**config.mk**
```make
export PLATFORM = sky130hd
export DESIGN_NAME = hci_mem_bank_adapter
export DESIGN_NICKNAME = d
export VERILOG_FILES = /design/src/rtl/hci_mem_bank_adapter.sv
export SDC_FILE = /design/constraint.sdc
export NUM_CORES = 1
export LEC_CHECK = 0
export ABC_AREA = 1
export ABC_CLOCK_PERIOD_IN_PS = 800
export BUFFER_PORTS_ARGS = -buffer_cell sky130_fd_sc_hd__buf_2
export CORE_AREA = 4 4 80 82
export CTS_CLUSTER_DIAMETER = 60
export DETAILED_ROUTE_END_ITERATION = 10
export DIE_AREA = 0 0 84 86
export PLACE_DENSITY = 0.8
export SLEW_MARGIN = 30
export SYNTH_ARGS = -nofsm -noshare
export SYNTH_HDL_FRONTEND = slang
export SYNTH_SLANG_ARGS = --single-unit
```
**constraint.sdc**
```tcl
create_clock -name clk_i -period 0.8 [get_ports clk_i]
set_input_delay 0.08 -clock clk_i [delete_from_list [all_inputs] [get_ports clk_i]]
set_output_delay 0.08 -clock clk_i [all_outputs]
set_load 0.01 [all_outputs]
```
**src/rtl/hci_mem_bank_adapter.sv**
```systemverilog
// -----------------------------------------------------------------------------
// hci_mem_bank_adapter
//
// Adapts one HCI interconnect slave port to a single-port SRAM bank. Normal
// reads and writes pass straight through to the SRAM. Every granted request
// gets a response one cycle later.
//
// Optional test-and-set (macro HCI_BANK_TEST_SET_EN): a read with ts_set_i=1
// returns the old word and then, in a second cycle (state TS_WR), writes all
// ones to the same address. No new request is granted during that cycle.
// Without the macro, ts_set_i is ignored and the bank is a plain adapter.
//
// Ports
//   clk_i, rst_ni         clock, async active-low reset
//   req_i/add_i/wen_i/    interconnect request (wen_i: 1 = read, 0 = write)
//   data_i/be_i/id_i/
//   ts_set_i
//   gnt_o                 request accepted this cycle
//   r_valid_o/r_data_o/   response, one cycle after grant
//   r_id_o
//   sram_*_o              SRAM port (sram_we_o: 1 = write)
//   sram_rdata_i          SRAM read data, one cycle after a read access
// -----------------------------------------------------------------------------
module hci_mem_bank_adapter #(
    parameter int unsigned AW = 12,
    parameter int unsigned DW = 32,
    parameter int unsigned IW = 20
) (
    input  logic              clk_i,
    input  logic              rst_ni,
    input  logic              req_i,
    input  logic [AW-1:0]     add_i,
    input  logic              wen_i,
    input  logic [DW-1:0]     data_i,
    input  logic [DW/8-1:0]   be_i,
    input  logic [IW-1:0]     id_i,
    input  logic              ts_set_i,
    output logic              gnt_o,
    output logic              r_valid_o,
    output logic [DW-1:0]     r_data_o,
    output logic [IW-1:0]     r_id_o,
    output logic              sram_ce_o,
    output logic              sram_we_o,
    output logic [AW-1:0]     sram_addr_o,
    output logic [DW-1:0]     sram_wdata_o,
    output logic [DW/8-1:0]   sram_be_o,
    input  logic [DW-1:0]     sram_rdata_i
);

    logic          in_ts;     // current cycle is the all-ones write of a test-and-set
    logic [AW-1:0] ts_addr;   // address of that write
    logic          gnt_int;   // grant, not yet gated by reset

`ifdef HCI_BANK_TEST_SET_EN
    typedef enum logic {IDLE = 1'b0, TS_WR = 1'b1} state_e;

    state_e        state_q;
    logic [AW-1:0] ts_addr_q;

    always_ff @(posedge clk_i or negedge rst_ni) begin
        if (!rst_ni) begin
            state_q   <= IDLE;
            ts_addr_q <= '0;
        end else begin
            case (state_q)
                IDLE: begin
                    // ts_set_i only matters on a read; a write with it set is plain
                    if (req_i && wen_i && ts_set_i) begin
                        state_q   <= TS_WR;
                        ts_addr_q <= add_i;
                    end
                end
                TS_WR:   state_q <= IDLE;
                default: state_q <= IDLE;
            endcase
        end
    end

    assign in_ts   = (state_q == TS_WR);
    assign ts_addr = ts_addr_q;
`else
    logic unused_ts;
    assign unused_ts = ts_set_i;
    assign in_ts     = 1'b0;
    assign ts_addr   = '0;
`endif

    assign gnt_int = req_i & ~in_ts;

    // Reset gates the externally visible grant and chip enable so an
    // in-flight test-and-set write is cut off the moment reset asserts.
    assign gnt_o        = gnt_int & rst_ni;
    assign sram_ce_o    = (in_ts | req_i) & rst_ni;
    assign sram_we_o    = in_ts | ~wen_i;
    assign sram_addr_o  = in_ts ? ts_addr : add_i;
    assign sram_wdata_o = in_ts ? {DW{1'b1}} : data_i;
    assign sram_be_o    = in_ts ? {(DW/8){1'b1}} : be_i;

    // Response pipeline
    logic          r_valid_q, r_valid_d;
    logic          r_rd_q, r_rd_d;
    logic [IW-1:0] r_id_q, r_id_d;

    always_comb begin
        r_valid_d = gnt_int;
        r_rd_d    = gnt_int & wen_i;
        r_id_d    = gnt_int ? id_i : r_id_q;
    end

    always_ff @(posedge clk_i or negedge rst_ni) begin
        if (!rst_ni) begin
            r_valid_q <= 1'b0;
            r_rd_q    <= 1'b0;
            r_id_q    <= '0;
        end else begin
            r_valid_q <= r_valid_d;
            r_rd_q    <= r_rd_d;
            r_id_q    <= r_id_d;
        end
    end

    assign r_valid_o = r_valid_q;
    assign r_id_o    = r_id_q;
    // Reads return the SRAM output; writes and idle cycles return zero.
    // In TS_WR the SRAM output still holds the pre-write word.
    assign r_data_o  = (r_valid_q && r_rd_q) ? sram_rdata_i : '0;

endmodule

```
Word-level counts from Yosys, hierarchy flattened:

Cells that the tools add are included.

* register bits: 22
* logic and storage cells: 8

* mux-type cells: 1
* bitwise gates (word level): 3
* reductions and logical operators: 1

Operators by type and width (number)
* $mux 32: 1
* $and 1x1->1: 2
* $logic_and 1x1->1: 1
* $not 1->1: 1

Logic depth before layout (Yosys ltp):

Gate-level depths: netlist (run 1).

* depth after elaboration: 2
* mapped depth: 4

Worst setup path before layout (run 1):

No wires, ideal clock.

* path type: register to output
* start: reg r_valid_q, in the netlist r_valid_o
* end: out r_data_o[0]
* arrival: 818 ps
* path slack: -98 ps
* stages on the path, launching flop included: 4
* buffers on the path: 1
* cells stage by stage: dfrtp_1 -> nand2_1 -> buf_2 -> nor2_1

* cells in the longest elaborated chain, start to end: 2

RTL lines
* start: declaration: line 100 `logic r_valid_q, r_valid_d;`
* start signal: assignment: line 116 `r_valid_q <= r_valid_d;`
* $logic_and 1x1->1: line 126 `assign r_data_o = (r_valid_q && r_rd_q) ? sram_rdata_i : '0;`
* $mux 32: line 126
* end: declaration: line 40 `output logic [DW-1:0] r_data_o,`

No other way between the ends.

Worst setup path in the final report (run 1):

* start: reg r_valid_q, in the netlist r_valid_o
* end: out r_data_o[27]

Same word-level chain as after synthesis.

==> summary.md, run 1 <==
| Metric | Value |
|---|---|
| Worst Tran Pin Value | 0.336 ns |
| EDFF count, synth | 0 |
| Max-Cap Viols | 0 |
| Hold crit path type | input pin to register |
| Fin. max-slew vios | 0 |
| Critical Path Fanout Max | 10 |
| RSZ-0062 raised after global routing | true |
| Routed WL | 4400 microns |
| Initial antenna violation count | 0 |
| Crit path to | r_data_o[27] |
| Antenna Cells | 0 |
| FF-to-FF setup slack | 0.06 ns |
| Synthesized netlist cell count | 209 |
| Die Height | 86 microns |
| Most frequent cells after synthesis | nand2_1 (63), buf_4 (51), inv_1 (35) |
| Cell Int Power | 1930 uW |
| CTS Root Cell | clkbuf_8 |
| Clock Path Buffers | 2 |
| Logic pwr share | 29.5% |
| Register area share after synthesis | 37.6% |
| Period Utilization, post-route | 154% |
| Synth warn | 0 |
| Maximum clock rate | 0.813 GHz |
| Worst vdd ir | 807 uV |
| Outcome | finished, violations left |
| Failing checks | setup timing |
| Top cells by area, synth | dfrtp_1 (38%), buf_4 (26%), nand2_1 (16%), inv_1 (9.0%), nor2_1 (8.2%) |
| Initial Utilization | 25.5% |
| Die Width | 84 microns |
| Post-place setup slack | -0.180 ns |
| Initial drt markers | 23 |
| Vias per inst | 3.99 |
| First-pass GRT wire length | 6890 microns |
| CP arrival | 1.15 ns |
| Core area | 0.00575 sq mm |
| P_leak | 0.00135 uW |
| Largest area contributor in the netlist | dfrtp_1 |
| Register share of total power | 46.2% |
| Number of I/O pins | 209 |
| Post-route ant nets | 0 |
| WL per Instance | 12.3 microns |
| Fin worst setup slack | -0.430 ns |
| Syn Area/Cell | 7.00 sq um |
| Asr flop ratio synth | 100% |
| # DRC | 0 |
| # nets final | 390 |
| Synthesized flop and latch total | 22 |
| Largest net degree at the start of global routing | 23 |
| Total die area | 0.00722 sq mm |
| Final setup vio count | 53 |
| Cells on worst reg2reg path | 3 |
| Drt pass-1 iters | 4 |
| TritonCTS buffer count | 3 |
| Syn_nets | 314 |
| Overflow after GRT | 0 |
| Top-count cell post-synth | nand2_1 |
| PwrDens | 1200 mW/mm^2 |
| Gr usage total | 11.5% |
| IO Port Bufs | 111 |
| Rel. slew slack | 77.6% |
| Clock transition at the registers of the reported paths | 0.07 ns |
| R2R Path Start | r_id_o[16] |
| Top cell type's share of synthesized area | 37.6% |
| Setup crit start kind | register |
| Post-synthesis cell area | 0.00146 sq mm |
| CTS tree | done |
| Crit path from | r_valid_o |
| Vias | 1428 |
| Placer Congestion | 0.799 |
| Placed cell count | 350 |
| Reg-to-reg endpoint | r_id_o[16] |
| Min cycle time layout | 1.23 ns |
| Clk Latency, worst-skew pair | 0.25 ns |
| Dpl hpwl | 3600 microns |
| Sinks on Clock Net | 22 |
| Clk pwr share | 24.3% |
| Final hold violations | 0 |
| Syn-to-layout area delta | 55.8% |
| Core Rows | 28 |
| H-tree depth | 1 |
| Number of global-route vias before repair | 1499 |
| Worst Path Required | 0.72 ns |
| Crit path kind | register to primary output |
| Final setup TNS | -14.60 ns |
| Non-Filler Instances | 358 |
| Sw Share | 29.2% |
| Max Clock Skew | 0 ns |
| Layout cells sized above 1 | 57.2% |
| Sw power | 797 uW |
| Distinct cells, synth | 8 |
| Ys flop type | dfrtp_1 |
| CP Capture Type | primary output |
-- state kept, by name, summed over array words and instances, names as in the netlist --
signal	flops
r_id_o	20
r_rd_q	1
r_valid_o	1
-- power groups by stage --
stage / clock network [uW] / logic, uW / registers [uW]
after global routing: 740 / 890 / 1270
after CTS: 699 / 793 / 1260
after floorplan: 0 / 580 / 1320
final: 663 / 803 / 1260
after detailed placement: 0 / 734 / 1280
after global placement: 0 / 714 / 1270
-- layer usage --
metal  part of all wire (%)  wire, microns  GRT usage, %  up-vias
met4                    1.7             74          3.80        0
met1                     35           1550          12.1      621
met5                      0              0             0        -
met2                     47           2080          18.9      115
met3                     16            687          7.11        8
li1                       -              -             -      684
-- what timing repair did --
item	4_1_cts	5_1_grt
pin swaps	0	1
endpoints found under the hold margin	22	0
resized for setup	22	3
hold buffers	1	0
endpoints found under the setup margin	53	54
setup buffers	2	2
-- logic make-up after synthesis --
family                 synth area share (%)
DFF                                    37.6
buffers and inverters                  38.0
and+or+nand+nor                        24.4
-- cells in the final DEF, fill, tap and decap left out, types with 2 or more instances in the layout --
cell	instances
nor2_4	30
inv_1	35
dfrtp_1	22
buf_6	24
buf_4	12
buf_12	3
clkbuf_8	3
nand2_1	61
nor2_1	2
buf_2	87
-- worst min-delay path by stage --
stage | startpoint | to | slack (ns) | cells after the start
floorplan | rst_ni | r_id_o[0] | -0.22 | 0
global placement | rst_ni | r_id_o[9] | 0.08 | 2
detailed placement | rst_ni | r_id_o[6] | 0.09 | 2
CTS | id_i[17] | r_id_o[17] | 0.01 | 3
global route | id_i[8] | r_id_o[8] | 0.02 | 3
finish | id_i[17] | r_id_o[17] | 0.02 | 3
-- through the flow --
stage / util (%) / hold WS [ns] / cell area (sq um) / total power (uW)
6_report: 39.7 / 0.0209 / 2280 / 2730
5_1_grt: 39.7 / 0.0190 / 2280 / 2900
4_1_cts: 39.1 / 0.0132 / 2250 / 2750
3_5_place_dp: 35.6 / 0.0938 / 2040 / 2010
3_3_place_gp: 35.6 / 0.0837 / 2040 / 1990
2_1_floorplan: - / -0.216 / 1740 / 1900
-- critical path, cell delays in order, from the launching register on --
cell and delay [ns]:
dfrtp_1 0.41, nand2_4 0.14, buf_12 0.19, nor2_4 0.04
buf_6 0.11
-- layout make-up --
class | count | area, sq um
multi-input cells | 95 | 592
repair buffers | 127 | 866
inverters | 36 | 135
fillers | 579 | 3470
well taps | 75 | 93.8
clock buffers | 3 | 41.3
flip-flops and latches | 22 | 551
Note: power is estimated with default switching activity, not from simulation.
==> run 2, diff against run 1 <==
CORE_AREA = 2 2 80 82   (was 4 4 80 82)
DIE_AREA = 0 0 82 84   (was 0 0 84 86)
PLACE_DENSITY = 0.77   (was 0.8)
==> run 2 against run 1 <==
  * The run still ends with setup timing left
  * Clock power rose by 55%
  * Global-route usage fell by 0.14 points
  * Sequential share of layout area decreased by 0.76 points
  * Critical path depth is the same
  * Hold slack lost 0.011 ns
  * Flip-flop and latch count is the same
  * Highest routed layer unchanged
==> summary.md, run 2 (synthesized netlist as in run 1, its figures left out) <==
| Metric | Value |
|---|---|
| FF-to-FF setup slack | 0.07 ns (was 0.06 ns) |
| Routed WL | 4160 microns (was 4400 microns) |
| Hold crit path type | input pin to register (unchanged) |
| Sw power | 825 uW (was 797 uW) |
| Post-route ant nets | 0 (unchanged) |
| R2R Path Start | r_id_o[12] (was r_id_o[16]) |
| Crit-path slowest cell | dfrtp_1 (unchanged) |
| PwrDens | 1320 mW/mm^2 (was 1200 mW/mm^2) |
| Outcome | finished, violations left (unchanged) |
| Fin worst setup slack | -0.455 ns (was -0.430 ns) |
| Max-Cap Viols | 0 (unchanged) |
| Number of global-route vias before repair | 1352 (was 1499) |
| Min cycle time layout | 1.25 ns (was 1.23 ns) |
| Layout cells sized above 1 | 56.9% (was 57.2%) |
| Power, Total | 3100 uW (was 2730 uW) |
| Final setup TNS | -15.27 ns (was -14.60 ns) |
| CP Buf/Inv Count | 2 (unchanged) |
| Cells on worst reg2reg path | 3 (unchanged) |
| Vias per inst | 3.90 (was 3.99) |
| Clock transition at the registers of the reported paths | 0.08 ns (was 0.07 ns) |
| Slowest Stage Delay on Critical Path | 0.41 ns (about the same) |
| Gr usage total | 11.3% (was 11.5%) |
| Critical Path Fanout Max | 15 (was 10) |
| Crit-path cells | nand2_4 -> buf_12 -> nor2_1 -> buf_2 (was nand2_4 -> buf_12 -> nor2_4 -> buf_6) |
| Fin. max-slew vios | 0 (unchanged) |
| Final instance area | 0.00235 sq mm (was 0.00228 sq mm) |
| DP Area | 0.00200 sq mm (was 0.00204 sq mm) |
| Register share of total power | 40.6% (was 46.2%) |
| Core area | 0.00610 sq mm (was 0.00575 sq mm) |
| Clk Latency, worst-skew pair | 0.26 ns (was 0.25 ns) |
| Crit path from | r_valid_o (unchanged) |
| RSZ-0062 raised after global routing | true (unchanged) |
| P_leak | 0.00136 uW (was 0.00135 uW) |
| CP Capture Type | primary output (unchanged) |
| Number of I/O pins | 209 (unchanged) |
| Max Clock Skew | 0 ns (unchanged) |
| Die Width | 82 microns (was 84 microns) |
| Largest net degree at the start of global routing | 23 (unchanged) |
| CP Depth | 4 (unchanged) |
| Antenna Cells | 0 (unchanged) |
| Worst Hold Launch | id_i[3] (was id_i[17]) |
| Clock Path Buffers | 2 (unchanged) |
| # DRC | 0 (unchanged) |
| First-pass GRT wire length | 6090 microns (was 6890 microns) |
| Dpl hpwl | 3180 microns (was 3600 microns) |
| Worst Path Required | 0.72 ns (about the same) |
| Worst Tran Pin Value | 0.336 ns (about the same) |
| # nets final | 389 (was 390) |
| Placer Congestion | 0.698 (was 0.799) |
| Initial antenna violation count | 0 (unchanged) |
| Commonest non-fill, non-tap cell in the layout | buf_2 (unchanged) |
| Reg-to-reg endpoint | r_id_o[12] (was r_id_o[16]) |
| Drt pass-1 iters | 4 (unchanged) |
| Maximum clock rate | 0.797 GHz (was 0.813 GHz) |
| Failing checks | setup timing (unchanged) |
| Crit path to | r_data_o[30] (was r_data_o[27]) |
| Final hold violations | 0 (unchanged) |
| Die Height | 84 microns (was 86 microns) |
| Crit path kind | register to primary output (unchanged) |
| Filler cells | 612 (was 579) |
| Initial drt markers | 14 (was 23) |
| CTS Root Cell | clkbuf_8 (unchanged) |
| Vias | 1404 (was 1428) |
| Period Utilization, post-route | 157% (was 154%) |
| Syn-to-layout area delta | 60.8% (was 55.8%) |
| Overflow after GRT | 0 (unchanged) |
| Sw Share | 26.7% (was 29.2%) |
| Clk pwr share | 33.2% (was 24.3%) |
| WL per Instance | 11.6 microns (was 12.3 microns) |
| Commonest non-fill, non-tap cells in the layout | buf_2 (78), nand2_1 (62), inv_1 (35), buf_6 (35), nor2_4 (30) (was buf_2 (87), nand2_1 (61), inv_1 (35), nor2_4 (30), buf_6 (24)) |
| Rel. slew slack | 77.6% (about the same) |
| Core Rows | 29 (was 28) |
| Sinks on Clock Net | 22 (unchanged) |
| TritonCTS buffer count | 3 (unchanged) |
| CTS tree | done (unchanged) |
| Logic pwr share | 26.1% (was 29.5%) |
| Cell Int Power | 2270 uW (was 1930 uW) |
| IO Port Bufs | 111 (unchanged) |
| Total die area | 0.00689 sq mm (was 0.00722 sq mm) |
| Initial Utilization | 24.0% (was 25.5%) |
| H-tree depth | 1 (unchanged) |
| Final setup vio count | 53 (unchanged) |
| CP arrival | 1.17 ns (was 1.15 ns) |
| Max reg flops | 20 (unchanged) |
| Worst vdd ir | 1040 uV (was 807 uV) |
| CP top delay family | flip-flops (unchanged) |
| Setup crit start kind | register (unchanged) |
## run 2: cell count changes in the layout (fill, tap and decap cells not counted)
cell / change
buf_2: -9
nand2_1: +1
buf_4: -2
nand2_2: -1
buf_6: +11
buf_12: -1
bufinv_16: +1
## run 2: power groups by stage
stage / sequential [uW] / clock [uW] / combinational, uW
final: 1260 / 1030 / 809
after global routing: 1270 / 1120 / 890
after CTS: 1260 / 1080 / 791
after detailed placement: 1270 / 0 / 704
after global placement: 1280 / 0 / 686
after floorplan: 1320 / 0 / 580
## run 2: repair_timing
item / CTS / global route
buffers inserted: 4 / 4
resized for setup: 33 / 2
endpoints found under the hold margin: 22 / 0
pin swaps: 0 / 0
hold buffers: 1 / 0
setup endpoints to repair: 53 / 53
## run 2: tightest hold or removal path, cell delays in order
cell and delay, ns:
buf_2 0.07, nand2_1 0.04, nand2_1 0.05
## run 2: worst min path at each step
stage	endpoint	slack (ns)	depth (start not counted)
final	r_id_o[3]	0.009	3
after global routing	r_id_o[14]	0.004	3
after CTS	r_id_o[3]	0.0004	3
after detailed placement	r_id_o[1]	0.11	2
after global placement	r_id_o[3]	0.10	2
after floorplan	r_id_o[0]	-0.22	0
## run 2: metal layers
metal	global-route usage, %	wire length (microns)	part of all wire, %	vias to the layer above
met5	0	0	0	-
met4	3.33	35	0.84	0
met3	7.68	706	17	6
met2	18.4	1920	46	120
met1	11.6	1500	36	596
li1	-	-	-	682
## run 2: final cells by class
class                   count  area, sq um  area share (%)
repair buffers            126          910            38.7
multi-input cells          95          589            25.1
flip-flops and latches     22          551            23.4
inverters                  36          135            5.74
well taps                  77         96.3            4.10
clock buffers               3         41.3            1.76
clock inverters             1         30.0            1.28
## run 2: through the flow
step           util, %  hold slack (ns)  setup slack (ns)  cells
6_report          38.6          0.00939            -0.455    360
5_1_grt           38.6          0.00361            -0.517    360
4_1_cts           37.9         0.000384            -0.478    356
3_5_place_dp      32.8            0.109            -0.193    347
3_3_place_gp      32.8            0.103            -0.172    347
2_1_floorplan        -           -0.216           -0.0681    209
